`src/rtl/riscv_regfile_mp.sv`:
```
`default_nettype none
// +----------------------------------------------------------------------------+
// | Module      : riscv_regfile_mp                                             |
// | Description : Parametrised multi-port integer register file for the rv32   |
// |               core. NUM_RD asynchronous read ports, two synchronous write  |
// |               ports (wr0 = ALU writeback, wr1 = LSU writeback) and a       |
// |               per-register busy scoreboard for RAW hazard detection.       |
// |               Register 0 is hardwired to zero and is never busy.           |
// | Option      : REGFILE_BYPASS_EN - same-cycle write-to-read forwarding of   |
// |               data, with busy masking for registers written this cycle.    |
// | Revision    : 1.0 - initial release                                        |
// +----------------------------------------------------------------------------+
module riscv_regfile_mp #(
  parameter int  XLEN     = 32,
  parameter int  NUM_REGS = 32,
  parameter int  NUM_RD   = 2,
  localparam int AW       = $clog2(NUM_REGS)
) (
  input  logic                   clk,
  input  logic                   rst,
  input  logic                   wr0_en_i,
  input  logic [AW-1:0]          wr0_addr_i,
  input  logic [XLEN-1:0]        wr0_data_i,
  input  logic                   wr1_en_i,
  input  logic [AW-1:0]          wr1_addr_i,
  input  logic [XLEN-1:0]        wr1_data_i,
  input  logic                   issue_en_i,
  input  logic [AW-1:0]          issue_rd_i,
  input  logic [NUM_RD*AW-1:0]   rd_addr_i,
  output logic [NUM_RD*XLEN-1:0] rd_data_o,
  output logic [NUM_RD-1:0]      rd_busy_o,
  output logic                   any_busy_o
);

  localparam logic [AW-1:0] c_X0 = '0;

  // Register 0 is never written, so it holds the reset value 0 forever and
  // reads of x0 need no special-case mux.
  logic [XLEN-1:0]     r_regs [NUM_REGS];
  logic [NUM_REGS-1:0] r_busy;
  logic [NUM_REGS-1:0] w_busy_nxt;

  // Register array update: wr1 is applied after wr0 so it wins a collision.
  always_ff @(posedge clk) begin
    if (rst) begin
      for (int i = 0; i < NUM_REGS; i++) begin
        r_regs[i] <= '0;
      end
    end else begin
      if (wr0_en_i && (wr0_addr_i != c_X0)) begin
        r_regs[wr0_addr_i] <= wr0_data_i;
      end
      if (wr1_en_i && (wr1_addr_i != c_X0)) begin
        r_regs[wr1_addr_i] <= wr1_data_i;
      end
    end
  end

  // Next busy state: writebacks clear, then issue sets so a new producer
  // supersedes a completing one on the same register.
  always_comb begin
    w_busy_nxt = r_busy;
    if (wr0_en_i) begin
      w_busy_nxt[wr0_addr_i] = 1'b0;
    end
    if (wr1_en_i) begin
      w_busy_nxt[wr1_addr_i] = 1'b0;
    end
    if (issue_en_i) begin
      w_busy_nxt[issue_rd_i] = 1'b1;
    end
    w_busy_nxt[0] = 1'b0;
  end

  // Busy scoreboard register.
  always_ff @(posedge clk) begin
    if (rst) begin
      r_busy <= '0;
    end else begin
      r_busy <= w_busy_nxt;
    end
  end

  assign any_busy_o = |r_busy;

  genvar k;
  generate
    for (k = 0; k < NUM_RD; k++) begin : g_rd
      logic [AW-1:0] w_addr;
      assign w_addr = rd_addr_i[k*AW +: AW];
`ifdef REGFILE_BYPASS_EN
      logic w_hit0;
      logic w_hit1;
      logic w_issue_hit;
      assign w_hit0      = wr0_en_i && (wr0_addr_i == w_addr) && (w_addr != c_X0);
      assign w_hit1      = wr1_en_i && (wr1_addr_i == w_addr) && (w_addr != c_X0);
      assign w_issue_hit = issue_en_i && (issue_rd_i == w_addr);
      // Forward the in-flight write (wr1 has priority) ahead of the stored value.
      assign rd_data_o[k*XLEN +: XLEN] = w_hit1 ? wr1_data_i :
                                         w_hit0 ? wr0_data_i :
                                                  r_regs[w_addr];
      // A register being written this cycle is not busy to the reader, unless
      // a fresh producer for it is issuing in the same cycle.
      assign rd_busy_o[k] = ((w_hit0 || w_hit1) && !w_issue_hit) ? 1'b0 : r_busy[w_addr];
`else
      assign rd_data_o[k*XLEN +: XLEN] = r_regs[w_addr];
      assign rd_busy_o[k]              = r_busy[w_addr];
`endif
    end
  endgenerate

endmodule
`default_nettype wire

```
`config.mk`:
```
export PLATFORM = sky130hd
export DESIGN_NAME = riscv_regfile_mp
export DESIGN_NICKNAME = d
export VERILOG_FILES = /design/src/rtl/riscv_regfile_mp.sv
export SDC_FILE = /design/constraint.sdc
export NUM_CORES = 2
export LEC_CHECK = 0
export BUFFER_PORTS_ARGS = -buffer_cell sky130_fd_sc_hd__clkbuf_2
export CORE_MARGIN = 5
export CORE_UTILIZATION = 33
export DETAILED_ROUTE_END_ITERATION = 10
export HOLD_SLACK_MARGIN = 0.02
export PLACE_DENSITY_LB_ADDON = 0.15
export SYNTH_ARGS = -nofsm -noshare
export SYNTH_HDL_FRONTEND = slang
export SYNTH_SLANG_ARGS = --single-unit
export TNS_END_PERCENT = 30
```
`constraint.sdc`:
```
create_clock -name clk -period 9.28 [get_ports clk]
set_input_delay 1.856 -clock clk [delete_from_list [all_inputs] [get_ports clk]]
set_output_delay 1.856 -clock clk [all_outputs]
set_load 0.03 [all_outputs]
```
### Word-level counts from Yosys, hierarchy flattened

Memories as Yosys holds them, arrays and structs flattened.
Cells that the tools add are included.

| cells by class | value |
|---|---|
| multiplexer cells | 27 |
| reduce and logical (&&, ||, !) cells | 10 |
| bitwise gates (word level) | 5 |
| $lt $le $gt $ge | 8 |

Operators by type and width:

| cell | number |
|---|---|
| $mux W32 | 5 |
| $reduce_or A32 Y1 | 3 |
| $and A32 B32 Y32 | 2 |
| $not A32 Y32 | 2 |
| $or A32 B32 Y32 | 1 |
| $lt A5 B6 Y1 const B | 5 |
| $demux W1 S5 | 3 |
| $ge A5 B1 Y1 const B | 3 |
| $mux W1 | 15 |
| $bmux W1 S5 | 2 |
| $mux W5 | 2 |
| $reduce_bool A5 Y1 | 2 |
| $logic_and A1 B1 Y1 | 5 |

| storage, ports and cells | value |
|---|---|
| output and inout bits | 67 |
| register bits | 32 |
| input port bits | 94 |
| bits in writable memories | 1,024 |
| memories | 1 |
| logic and storage cells | 53 |

Memory list:

| memory | depth | bits a word | read ports | clocked after memory_dff | wr ports | line | source |
|---|---|---|---|---|---|---|---|
| r_regs | 32 | 32 | 2 | 0 | 32 | 39 | `logic [XLEN-1:0] r_regs [NUM_REGS];` |

### Longest topological paths before layout

| logic depth | value |
|---|---|
| word-level depth | 11 |
| depth in mapped cells | 7 |
| gate-level depth less buffers | 4 |

### Least setup slack after synthesis

No wires, ideal clock.

| timing | value |
|---|---|
| path kind | input to output |
| start | input port rd_addr_i[7] |
| end | output port rd_data_o[40] |
| buffers on the path | 3 |
| stages on the path | 6 |
| slack | 3.570 ns |
| data required time | 7.424 ns |
| arrival time | 3.854 ns |
| cells stage by stage | clkbuf_1 buf_2 clkbuf_1 mux4_2 o22ai_1 nor4_1 |

| between the ends | value |
|---|---|
| word-level cells in the longest chain between the ends | 1 |

RTL lines:

| item | line | source |
|---|---|---|
| start: declaration | 29 | `input logic [NUM_RD*AW-1:0] rd_addr_i,` |
| $mem_v2 Z32 W32 | n/a |  |
| end: declaration | 30 | `output logic [NUM_RD*XLEN-1:0] rd_data_o,` |

Every way passes these cells.

### Worst setup path after layout

| timing | value |
|---|---|
| start | input port rd_addr_i[5] |
| end | output port rd_data_o[49] |

The elaborated chain is that of the path after synthesis.

==> results.yml <==
outcome:
  status: "finished with violations"
  failed_checks: "max-capacitance violations, max-slew violations"
drt:
  drt-total-wl_um: 264000
  avgRoutedWirePerCell_um: 42.8
  drtIter0Drc: 5589
  ant_nets: 0
  vias: 42700
  drt_first_pass_iters: 5
  route.detailed.drc: 0
  vias_per_cell: 6.92
die:
  row_count: 154
  die_y_um: 432
  die-width_um: 432
  core_area_mm2: 0.176
  dieArea_mm2: 0.186
  initial_core_util: 0.333
  pin_count: 161
critical_path:
  r2r_cells: 2
  cp.depth: 8
  cp_slowest_cell: "nor4_1"
  critPathLaunchType: "primary input"
  crit_buf_inv: 4
  r2r-end: "r_busy[28]$_SDFF_PP0_"
  critical-path-max-stage-delay_ns: 0.87
  cp_max_fo: 15
  crit_chain: "clkbuf_2, nor2b_1, nand2b_2, buf_4, o22ai_1, nor4_1, buf_4, clkbuf_2"
  crit_type: "primary input to output port"
  cp.required_ns: 7.42
  worstReg2RegStart: "r_busy[28]$_SDFF_PP0_"
  path_delay_family: "simple AND/OR/NAND/NOR gates"
  regToRegSetupSlack_ns: 8.50
  end_kind: "output port"
  arrival_ns: 5.11
clock_network:
  postCtsSetupBuffers: 0
  insertion_delay_ns: 0.77
  cts.sinks: 1055
  clkTransAtPathRegs_ns: 0.06
  cts.repair.resized: 0
  root_buffer: "clkbuf_16"
  numCtsBuffers: 121
  ctsLongestPathBuffers: 3
  tritoncts: "built"
  holdBufCountCts: 0
  h-tree-depth: 3
logic_synthesis:
  synth_top_family_by_area: "multiplexers"
  ys_seq_area_frac: 0.534
  synth_xor_xnor_area_share: 0
  synth_area_per_cell_um2: 15.3
  synthSimpleGateAreaFrac: 0.0325
  synth_fa_ha_area_frac: 0
  synth_cell_types: 49
  syn_inst: 3826
  ys_warn_count: 0
  synth_common_cells: "edfxtp_1, a22o_1, mux4_2, clkbuf_1, o22ai_1"
  synth_area_mm2: 0.0587
  synth.most_common_cell: "edfxtp_1"
  ys_async_sr_fraction: 0
  synth.area.top_cells: "edfxtp_1, mux4_2, a22o_1"
  synth_edf_count: 1024
  synthMuxAreaShare: 0.202
  synth_area_leader_cell: "edfxtp_1"
  synth-compound-area-share: 0.189
  ys_seq_elements: 1055
  synth_top_area_share: 0.524
  ys.flop_type: "edfxtp_1"
sta:
  setup_viol: 0
  relSlewSlack: -0.00244
  finClkSkew_ns: 0
  report.final.slew_viol_count: 9
  finalWorstSetupSlack_ns: 2.32
  finalCriticalPeriod_ns: 6.96
  worst_slew_pin_slew_ns: 1.50
  max_clock_freq_mhz: 144
  hold_viol_final: 0
  rsz0062_at_grt: "no"
  period_share: 0.750
  setup_tns_ns: 0
placement:
  dp_hpwl_um: 153000
  place_ws_ns: 2.44
  port_buffers: 160
  gp_congestion: 0.818
hold_path:
  hp-class: "flip-flop to flip-flop"
  worstHoldPathCells: 2
  min_to: "r_busy[1]$_SDFF_PP0_"
  min_from: "r_busy[1]$_SDFF_PP0_"
grt:
  grt_pass1_wl_um: 357000
  grt_pass1_vias: 42200
  grt_antenna_before_repair: 22
  grtUsageTotal: 0.275
  grt_overflow: 0
  grt_max_degree: 94
final_layout:
  finalNetCount: 3806
  drive_gt1_frac: 0.296
  fin_util: 0.373
  areaGrowthSynthToFinish_pct: 12.0
pwr:
  p_leak_nw: 21.4
  power_w: 0.0120
  powerDensity_mw_per_mm2: 183
  irDropWorstVdd_mv: 0.153
run:
  drv_cap: 1
[layout make-up]
class,instances,area (um^2)
diodes,7,17.5
clock buffers,154,3240
clock inverters,73,627
fillers,16700,111000
inverters,6,22.5
multi-input cells,2203,25400
flip-flops and latches,1055,31400
well taps,2340,2930
repair buffers,325,2210
[cell families after synthesis]
family                 Yosys count
AND/OR/NAND/NOR                288
multiplexers                   536
flip-flops                    1055
AO/OA/AOI/OAI                 1347
other                            1
buffers and inverters          599
[worst reg2reg max path, cell delays in order (launching register included)]
cell and delay (ns):
dfxtp_1 0.47, a22oi_1 0.11, nor2_1 0.13
[worst max path at each step]
stage	from	end	slack [ns]
2_1_floorplan	rd_addr_i[7]	rd_data_o[40]	3.57
3_3_place_gp	rd_addr_i[1]	rd_data_o[14]	2.40
3_5_place_dp	rd_addr_i[1]	rd_data_o[14]	2.44
4_1_cts	rd_addr_i[1]	rd_data_o[14]	2.44
5_1_grt	rd_addr_i[1]	rd_data_o[14]	2.33
6_report	rd_addr_i[5]	rd_data_o[49]	2.32
[where the power goes]
part           total (W)  switching [W]  internal, W
registers        0.00564       0.000135      0.00551
clock network    0.00482        0.00210      0.00272
logic            0.00158        0.00101     0.000562
[sequential cells by signal, indices dropped and copies added, names as in the netlist]
register / cells
r_busy: 31
r_regs: 1024
[placed cells by master, fill, tap and decap left out, types with 10 or more instances in the layout]
cell type  netlist  routed
a22o_1         992     992
clkinv_1         0      36
nor3_4          12      24
and3b_1         11      11
conb_1           1      32
clkbuf_1       409      29
buf_4            2     156
dfxtp_1         31      31
mux4_2         518     518
clkbuf_2         0     155
clkinv_2         0      21
buf_12           0      10
bufinv_16        0      10
edfxtp_1      1024    1024
clkbuf_16        0     125
mux2i_1         10      10
nor2_1          49      35
nor3_2          12      14
nor4_1          72      72
nor3b_1         11      11
nand3b_1        13      13
nor2_4           0      23
a211o_2          0      21
nand2_1         19      13
a22oi_1         56      56
o22ai_1        257     257
[per-stage QoR]
stage | hold slack, ns | area (um^2) | instances
global placement | 0.488 | 61900 | 5929
detailed placement | 0.497 | 61900 | 5929
finish | 0.508 | 65800 | 6163
CTS | 0.507 | 65700 | 6156
global route | 0.539 | 65800 | 6160
floorplan | 0.466 | 58800 | 3857
[routing by layer]
layer / GRT usage / up-vias / wire (um)
met5: 0 / - / 108
met4: 0.120 / 14 / 12900
met3: 0.0639 / 588 / 25400
met2: 0.434 / 2649 / 121000
met1: 0.364 / 23000 / 104000
li1: - / 16400 / -
Note: power is estimated with default switching activity, not from simulation.
